### src/rtl/sme_scheduler.sv
// sme_scheduler: round-robin two-requester front end for the string-matching engine.
// Build option: define SME_SCHED_TIMEOUT_EN to bound WAIT at TIMEOUT cycles.
module sme_scheduler #(
   parameter int TIMEOUT = 64
) (
   input  logic       clk,
   input  logic       reset,
   input  logic       req0,
   input  logic       req1,
   output logic       gnt0,
   output logic       gnt1,
   input  logic [7:0] chardata0,
   input  logic [7:0] chardata1,
   input  logic       isstring0,
   input  logic       isstring1,
   input  logic       ispattern0,
   input  logic       ispattern1,
   output logic [7:0] sme_chardata,
   output logic       sme_isstring,
   output logic       sme_ispattern,
   input  logic       sme_valid,
   input  logic       sme_match,
   input  logic [4:0] sme_match_index,
   output logic       resp_valid,
   output logic       resp_id,
   output logic       resp_match,
   output logic [4:0] resp_index,
   output logic       resp_err,
   output logic       busy
);

`ifdef SME_SCHED_TIMEOUT_EN
   localparam bit TmoEn = 1'b1;
`else
   localparam bit TmoEn = 1'b0;
`endif
   localparam int TW = (TIMEOUT > 1) ? $clog2(TIMEOUT) : 1;

   typedef enum logic [1:0] {
      IDLE   = 2'd0,
      STREAM = 2'd1,
      WAIT   = 2'd2,
      RESP   = 2'd3
   } state_e;

   state_e          state_q, state_d;
   logic            ptr_q, ptr_d;
   logic            id_q, id_d;
   logic            err_q, err_d;
   logic [5:0]      scnt_q, scnt_d;
   logic [3:0]      pcnt_q, pcnt_d;
   logic [7:0]      chr_q, chr_d;
   logic            sstr_q, sstr_d;
   logic            spat_q, spat_d;
   logic            match_q, match_d;
   logic [4:0]      idx_q, idx_d;
   logic [TW-1:0]   tcnt_q, tcnt_d;

   logic            g_s, g_p, tmo;
   logic [7:0]      g_c;

   assign g_s = id_q ? isstring1  : isstring0;
   assign g_p = id_q ? ispattern1 : ispattern0;
   assign g_c = id_q ? chardata1  : chardata0;
   assign tmo = TmoEn && (tcnt_q == TW'(TIMEOUT - 1));

   always_ff @(posedge clk or negedge reset) begin
      if (!reset) begin
         state_q <= IDLE;
         ptr_q   <= 1'b0;
         id_q    <= 1'b0;
         err_q   <= 1'b0;
         scnt_q  <= '0;
         pcnt_q  <= '0;
         chr_q   <= '0;
         sstr_q  <= 1'b0;
         spat_q  <= 1'b0;
         match_q <= 1'b0;
         idx_q   <= '0;
         tcnt_q  <= '0;
      end else begin
         state_q <= state_d;
         ptr_q   <= ptr_d;
         id_q    <= id_d;
         err_q   <= err_d;
         scnt_q  <= scnt_d;
         pcnt_q  <= pcnt_d;
         chr_q   <= chr_d;
         sstr_q  <= sstr_d;
         spat_q  <= spat_d;
         match_q <= match_d;
         idx_q   <= idx_d;
         tcnt_q  <= tcnt_d;
      end
   end

   always_comb begin
      state_d = state_q;
      ptr_d   = ptr_q;
      id_d    = id_q;
      err_d   = err_q;
      scnt_d  = scnt_q;
      pcnt_d  = pcnt_q;
      chr_d   = '0;
      sstr_d  = 1'b0;
      spat_d  = 1'b0;
      match_d = match_q;
      idx_d   = idx_q;
      tcnt_d  = '0;
      unique case (state_q)
         IDLE: begin
            if (req0 || req1) begin
               id_d    = ptr_q ? req1 : !req0;
               state_d = STREAM;
            end
         end
         STREAM: begin
            // A non-pattern cycle after the first pattern char closes the job
            if (pcnt_q != 4'd0 && !g_p) begin
               state_d = WAIT;
               if (g_s) err_d = 1'b1;
            end else if (g_s && g_p) begin
               err_d = 1'b1;
            end else if (g_s) begin
               if (scnt_q == 6'd32) begin
                  err_d = 1'b1;
               end else begin
                  scnt_d = scnt_q + 6'd1;
                  sstr_d = 1'b1;
                  chr_d  = g_c;
               end
            end else if (g_p) begin
               if (pcnt_q == 4'd8) begin
                  err_d = 1'b1;
               end else begin
                  pcnt_d = pcnt_q + 4'd1;
                  spat_d = 1'b1;
                  chr_d  = g_c;
               end
            end
         end
         WAIT: begin
            tcnt_d = tcnt_q + 1'b1;
            if (sme_valid) begin
               match_d = sme_match;
               idx_d   = sme_match_index;
               state_d = RESP;
            end else if (tmo) begin
               err_d   = 1'b1;
               state_d = RESP;
            end
         end
         RESP: begin
            ptr_d   = !id_q;
            err_d   = 1'b0;
            scnt_d  = '0;
            pcnt_d  = '0;
            state_d = IDLE;
         end
         default: state_d = IDLE;
      endcase
   end

   always_comb begin
      busy       = (state_q != IDLE);
      gnt0       = busy && !id_q;
      gnt1       = busy && id_q;
      resp_valid = 1'b0;
      resp_id    = 1'b0;
      resp_match = 1'b0;
      resp_index = '0;
      resp_err   = 1'b0;
      if (state_q == RESP) begin
         resp_valid = 1'b1;
         resp_id    = id_q;
         resp_match = match_q && !err_q;
         resp_index = err_q ? 5'd0 : idx_q;
         resp_err   = err_q;
      end
   end

   assign sme_chardata  = chr_q;
   assign sme_isstring  = sstr_q;
   assign sme_ispattern = spat_q;

endmodule
### config.mk
export PLATFORM = sky130hd
export DESIGN_NAME = sme_scheduler
export DESIGN_NICKNAME = d
export VERILOG_FILES = /design/src/rtl/sme_scheduler.sv
export SDC_FILE = /design/constraint.sdc
export NUM_CORES = 1
export LEC_CHECK = 0
export ABC_AREA = 1
export CAP_MARGIN = 25
export CORE_AREA = 2 2 95 51
export DETAILED_ROUTE_END_ITERATION = 10
export DIE_AREA = 0 0 97 53
export HOLD_SLACK_MARGIN = 0.08
export PLACE_DENSITY_LB_ADDON = 0.05
export SYNTH_ARGS = -nofsm -noshare
export SYNTH_HDL_FRONTEND = slang
export SYNTH_SLANG_ARGS = --single-unit
### constraint.sdc
create_clock -name clk -period 1.5 [get_ports clk]
set_clock_uncertainty 0.15 [all_clocks]
set_input_delay 0.3 -clock clk [delete_from_list [all_inputs] [get_ports clk]]
set_output_delay 0.3 -clock clk [all_outputs]
set_load 0.02 [all_outputs]
# [After elaboration in Yosys (flattened, before gate mapping)]
# Cells that the tools add are included.
[totals] elab_cells=103 ff_bits=31 output_inout_bits=22 input_bits=31
[classes] n_reduce_logical=20 addsub=2 n_eq_ne=19 n_mux=51
[ops] operator="$mux W8" count=8
[ops] operator="$mux W1" count=25
[ops] operator="$mux W6" count=4
[ops] operator="$mux W4" count=5
[ops] operator="$ne A2 B2 Y1 const B" count=10
[ops] operator="$pmux W6 S2" count=1
[ops] operator="$mux W5" count=2
[ops] operator="$reduce_and A5 Y1" count=2
[ops] operator="$ne A4 B4 Y1 const B" count=2
[ops] operator="$pmux W2 S4" count=1
[ops] operator="$pmux W4 S2" count=1
[ops] operator="$add A6 B1 Y6 const B" count=1
[ops] operator="$eq A6 B6 Y1 const B" count=1
[ops] operator="$mux W2" count=3
[ops] operator="$reduce_and A6 Y1" count=1
[ops] operator="$logic_and A1 B1 Y1" count=5
[ops] operator="$ne A5 B5 Y1 const B" count=1
[ops] operator="$add A4 B1 Y4 const B" count=1
[ops] operator="$eq A2 B2 Y1 const B" count=2
[ops] operator="$eq A4 B4 Y1 const B" count=1
[ops] operator="$logic_not A1 Y1" count=4
[ops] operator="$reduce_and A2 Y1" count=2
[ops] operator="$reduce_bool A2 Y1" count=2
[ops] operator="$reduce_bool A4 Y1" count=1
[ops] operator="other kinds (6)" count=6

# [Depth between registers and ports, before layout]
[depth] depth_word=7 depth_mapped=9

# [Least setup slack after synthesis]
# Ideal clock, no wire load.
[synth_path] path_type="register -> output" startpoint="register state_q[0]" endpoint="output port resp_index[0]" stages_incl_launch_ff=7 setup_slack_ps=-534 required_ps=1050 arrival_ps=1584 path_cell_list="dfrtp_1 ha_1 buf_2 inv_2 or2_1 clkbuf_1 nor2_1"
[synth_between] elab_chain_len=2
[synth_rtl] item="from (decl)" line="46" source="state_e state_q, state_d;"
[synth_rtl] item="from (signal assigned)" line="82" source="state_q <= state_d;"
[synth_rtl] item="$eq A2 B2 Y1" line="173" source="if (state_q == RESP) begin"
[synth_rtl] item="$mux W5" line="173"
[synth_rtl] item="to (decl)" line="27" source="output logic [4:0] resp_index,"
# No other way between the ends.

# [Worst setup path after layout]
[layout_path] startpoint="register state_q[1]" endpoint="output port resp_index[3]"
# The elaborated chain is that of the path after synthesis.

==> flow_summary.json <==
{
  "initialDrtViolationCount": 71,
  "synth-seq-area-share_pct": 42.94,
  "whs_ns": 0.2272,
  "place_hpwl_mm": 3.292,
  "fill_cells": 291,
  "stdcell_count": 368,
  "cts_tree": "built",
  "antenna_found_initial": 0,
  "synthXorXnorAreaFrac_pct": 1.939,
  "cts_buffers": 5,
  "cts_num_sinks": 31,
  "htree_levels": 2,
  "critPathCaptureType": "output pin",
  "nets": 349,
  "syn-num-nets": 246,
  "synth_area_leaders": "dfrtp_1, nand2_1, ha_1",
  "final_cell_area_um2": 3199,
  "min_period_ns": 1.869,
  "grt_max_degree": 32,
  "met2_length_mm": 2.183,
  "slew_viol_final": 0,
  "die-area_um2": 5141,
  "grt.overflow.total": 0,
  "cp_slowest_cell": "dfrtp_1",
  "insertedDiodeCount": 0,
  "core.rowCount": 17,
  "synthDistinctLibCells": 28,
  "slew-limit-headroom_pct": 80.24,
  "postRouteAntennaNets": 0,
  "yosys.area.top_type": "dfrtp_1",
  "violations": "negative setup slack",
  "synth_top_area_share_pct": 42.94,
  "dp_cells": 351,
  "setup_ws_ns": -0.3685,
  "rsz0062_at_grt": "true",
  "crit_path_max_incr_delay_ns": 0.40,
  "cts_root_buf": "clkbuf_8",
  "yosysWarnings": 0,
  "wl_met3_um": 183,
  "die_x_um": 97,
  "die_height_um": 53,
  "power_mw": 6.011,
  "clockBufferDepth": 2,
  "ys_ff_latch": 31,
  "synth_mux_area_share_pct": 4.432,
  "hold_viol": 0,
  "synth_adder_area_share_pct": 5.540,
  "fin_util_pct": 74.83,
  "min_path_type": "input pin to async pin",
  "max_freq_mhz": 535.2,
  "tightestPinTransition_ns": 0.2955,
  "io_buffers": 52,
  "drt-met1-wl_mm": 2.407,
  "track_usage_pct": 19.15,
  "setup_viol": 42,
  "crit_family": "simple AND/OR/NAND/NOR gates",
  "syn_area_per_cell_um2": 8.728,
  "cp-start-kind": "register",
  "drive_gt1_share_pct": 47.27,
  "drc_errors": 0,
  "outcome": "finished, violations left",
  "io_pins": 53,
  "synth_top_family_by_area": "simple AND/OR/NAND/NOR gates",
  "p_leak_nw": 1.578,
  "first_global_vias": 1605,
  "critPathArrivalTime_ns": 1.42,
  "syn_inst": 207,
  "worst-path-buf-inv": 2,
  "max-cap-violations": 0,
  "synth-async-reset-ratio_pct": 100.0,
  "drtPass1Iterations": 4,
  "placed_area_um2": 2775,
  "critPathKind": "register to output pin",
  "synth_compound_area_share_pct": 6.302,
  "vias": 1681,
  "required_ns": 1.05,
  "fin_crit_sh_pct": 124.6,
  "synth_ff_type": "dfrtp_1",
  "insertion_delay_ns": 0.29,
  "area_growth_pct": 77.08,
  "clkTransAtPathRegs_ns": 0.07,
  "vias_per_cell": 4.568,
  "synth-simple-area-share_pct": 30.75,
  "core_um2": 4275,
  "wl_per_cell_um": 13.12,
  "fin_setup_tns_ns": -8.642,
  "powerDensity_nw_per_um2": 1879,
  "crit_chain": "ha_4, inv_6, or2_4, nor2_4, buf_6",
  "dpl_worst_slack_ns": -0.6191,
  "vdd_drop_max_mv": 1.115,
  "grt_pass1_wl_mm": 7.569,
  "gp_congestion": 0.8404,
  "cp_max_fo": 6,
  "routed_wl_mm": 4.828,
  "synth_area_um2": 1807,
  "synth_edf_count": 0,
  "highest_layer": "met4",
  "start_util_pct": 42.26
}
-- repair_timing --
item	CTS	global route
pin swaps	9	21
endpoints found under the setup margin	52	42
buffers inserted	7	7
resized for setup	112	42
cloned	1	0
hold buffers	0	0
-- flip-flops by register name, indices dropped and copies added, names as in the netlist --
signal	flops
pcnt_q	4
ptr_q	1
id_q	1
sme_chardata	8
match_q	1
idx_q	5
state_q	2
scnt_q	6
sme_ispattern	1
sme_isstring	1
err_q	1
-- routing by layer --
metal / track usage (%) / vias to the layer above
li1: - / 864
met1: 26.50 / 777
met2: 30.32 / 33
met3: 4.756 / 7
met4: 4.930 / 0
met5: 0 / -
-- where the power goes --
part	switching [mW]	internal [mW]	leakage [nW]
combinational	2.06	1.83	1.12
sequential	0.143	1.11	0.397
clock	0.335	0.537	0.0612
-- cells in the mapped netlist, types with 2 or more instances --
library cell / instances
or2_1: 2
nor2_2: 8
dfrtp_1: 31
nand3_1: 17
buf_2: 3
nor3_1: 2
a21oi_1: 7
inv_1: 22
mux2i_1: 8
clkbuf_1: 2
nand2_2: 3
xor2_1: 4
o21ai_1: 6
nand2_4: 5
ha_1: 8
nor2_4: 3
nand4_1: 5
inv_2: 8
o21ai_4: 2
nor2_1: 25
nand2_1: 29
-- layout make-up --
class                   count  area, µm²  area share (%)
flip-flops and latches     31      777.0           24.29
multi-input cells         141       1147           35.86
clock inverters             2      35.03           1.095
repair buffers            101      960.9           30.04
inverters                  30      125.1           3.911
clock buffers               6      82.58           2.581
well taps                  57      71.32           2.229
-- layout by cell type, fill, tap and decap left out, types with 9 or more instances in the layout --
| cell type | netlist | final |
|---|---|---|
| nor2_1 | 25 | 12 |
| nand3_1 | 17 | 12 |
| buf_6 | 1 | 24 |
| nand2_2 | 3 | 9 |
| nor2_4 | 3 | 13 |
| inv_2 | 8 | 10 |
| nand2_1 | 29 | 19 |
| nor2_2 | 8 | 11 |
| inv_1 | 22 | 16 |
| dlygate4sd2_1 | 0 | 10 |
| dfrtp_1 | 31 | 30 |
| buf_4 | 0 | 35 |
| clkdlybuf4s50_1 | 0 | 30 |
-- logic make-up (layout without fill, tap and decap cells) --
family,after synthesis,count (layout)
AOI/OAI and AO/OA,17,17
xor gates and xnor gates,4,4
adders and majority gates,8,8
buffers and inverters,36,139
DFF,31,31
muxes,8,8
and+or+nand+nor,103,104
-- worst reg2reg max path: stages (launching register included) --
cell	delay (ns)
dfrtp_1	0.42
buf_6	0.15
inv_4	0.06
buf_6	0.09
ha_4	0.17
nand3_4	0.10
nor2_4	0.16
nand2_4	0.12
nand2_4	0.12
nand2_1	0.06
o21ai_1	0.07
-- final timing paths --
path / from / endpoint / slack, ns / cells after the start
max in group asynchronous: reset / id_q / 0.79 / 2
min: reset / sme_chardata[0] / 0.23 / 2
min in group clk: ptr_q / ptr_q / 0.36 / 2
min reg2reg: ptr_q / ptr_q / 0.36 / 2
max reg2reg: state_q[1] / scnt_q[3] / -0.23 / 10
max: state_q[1] / resp_index[3] / -0.37 / 5
(Power assumes the default switching activity.)
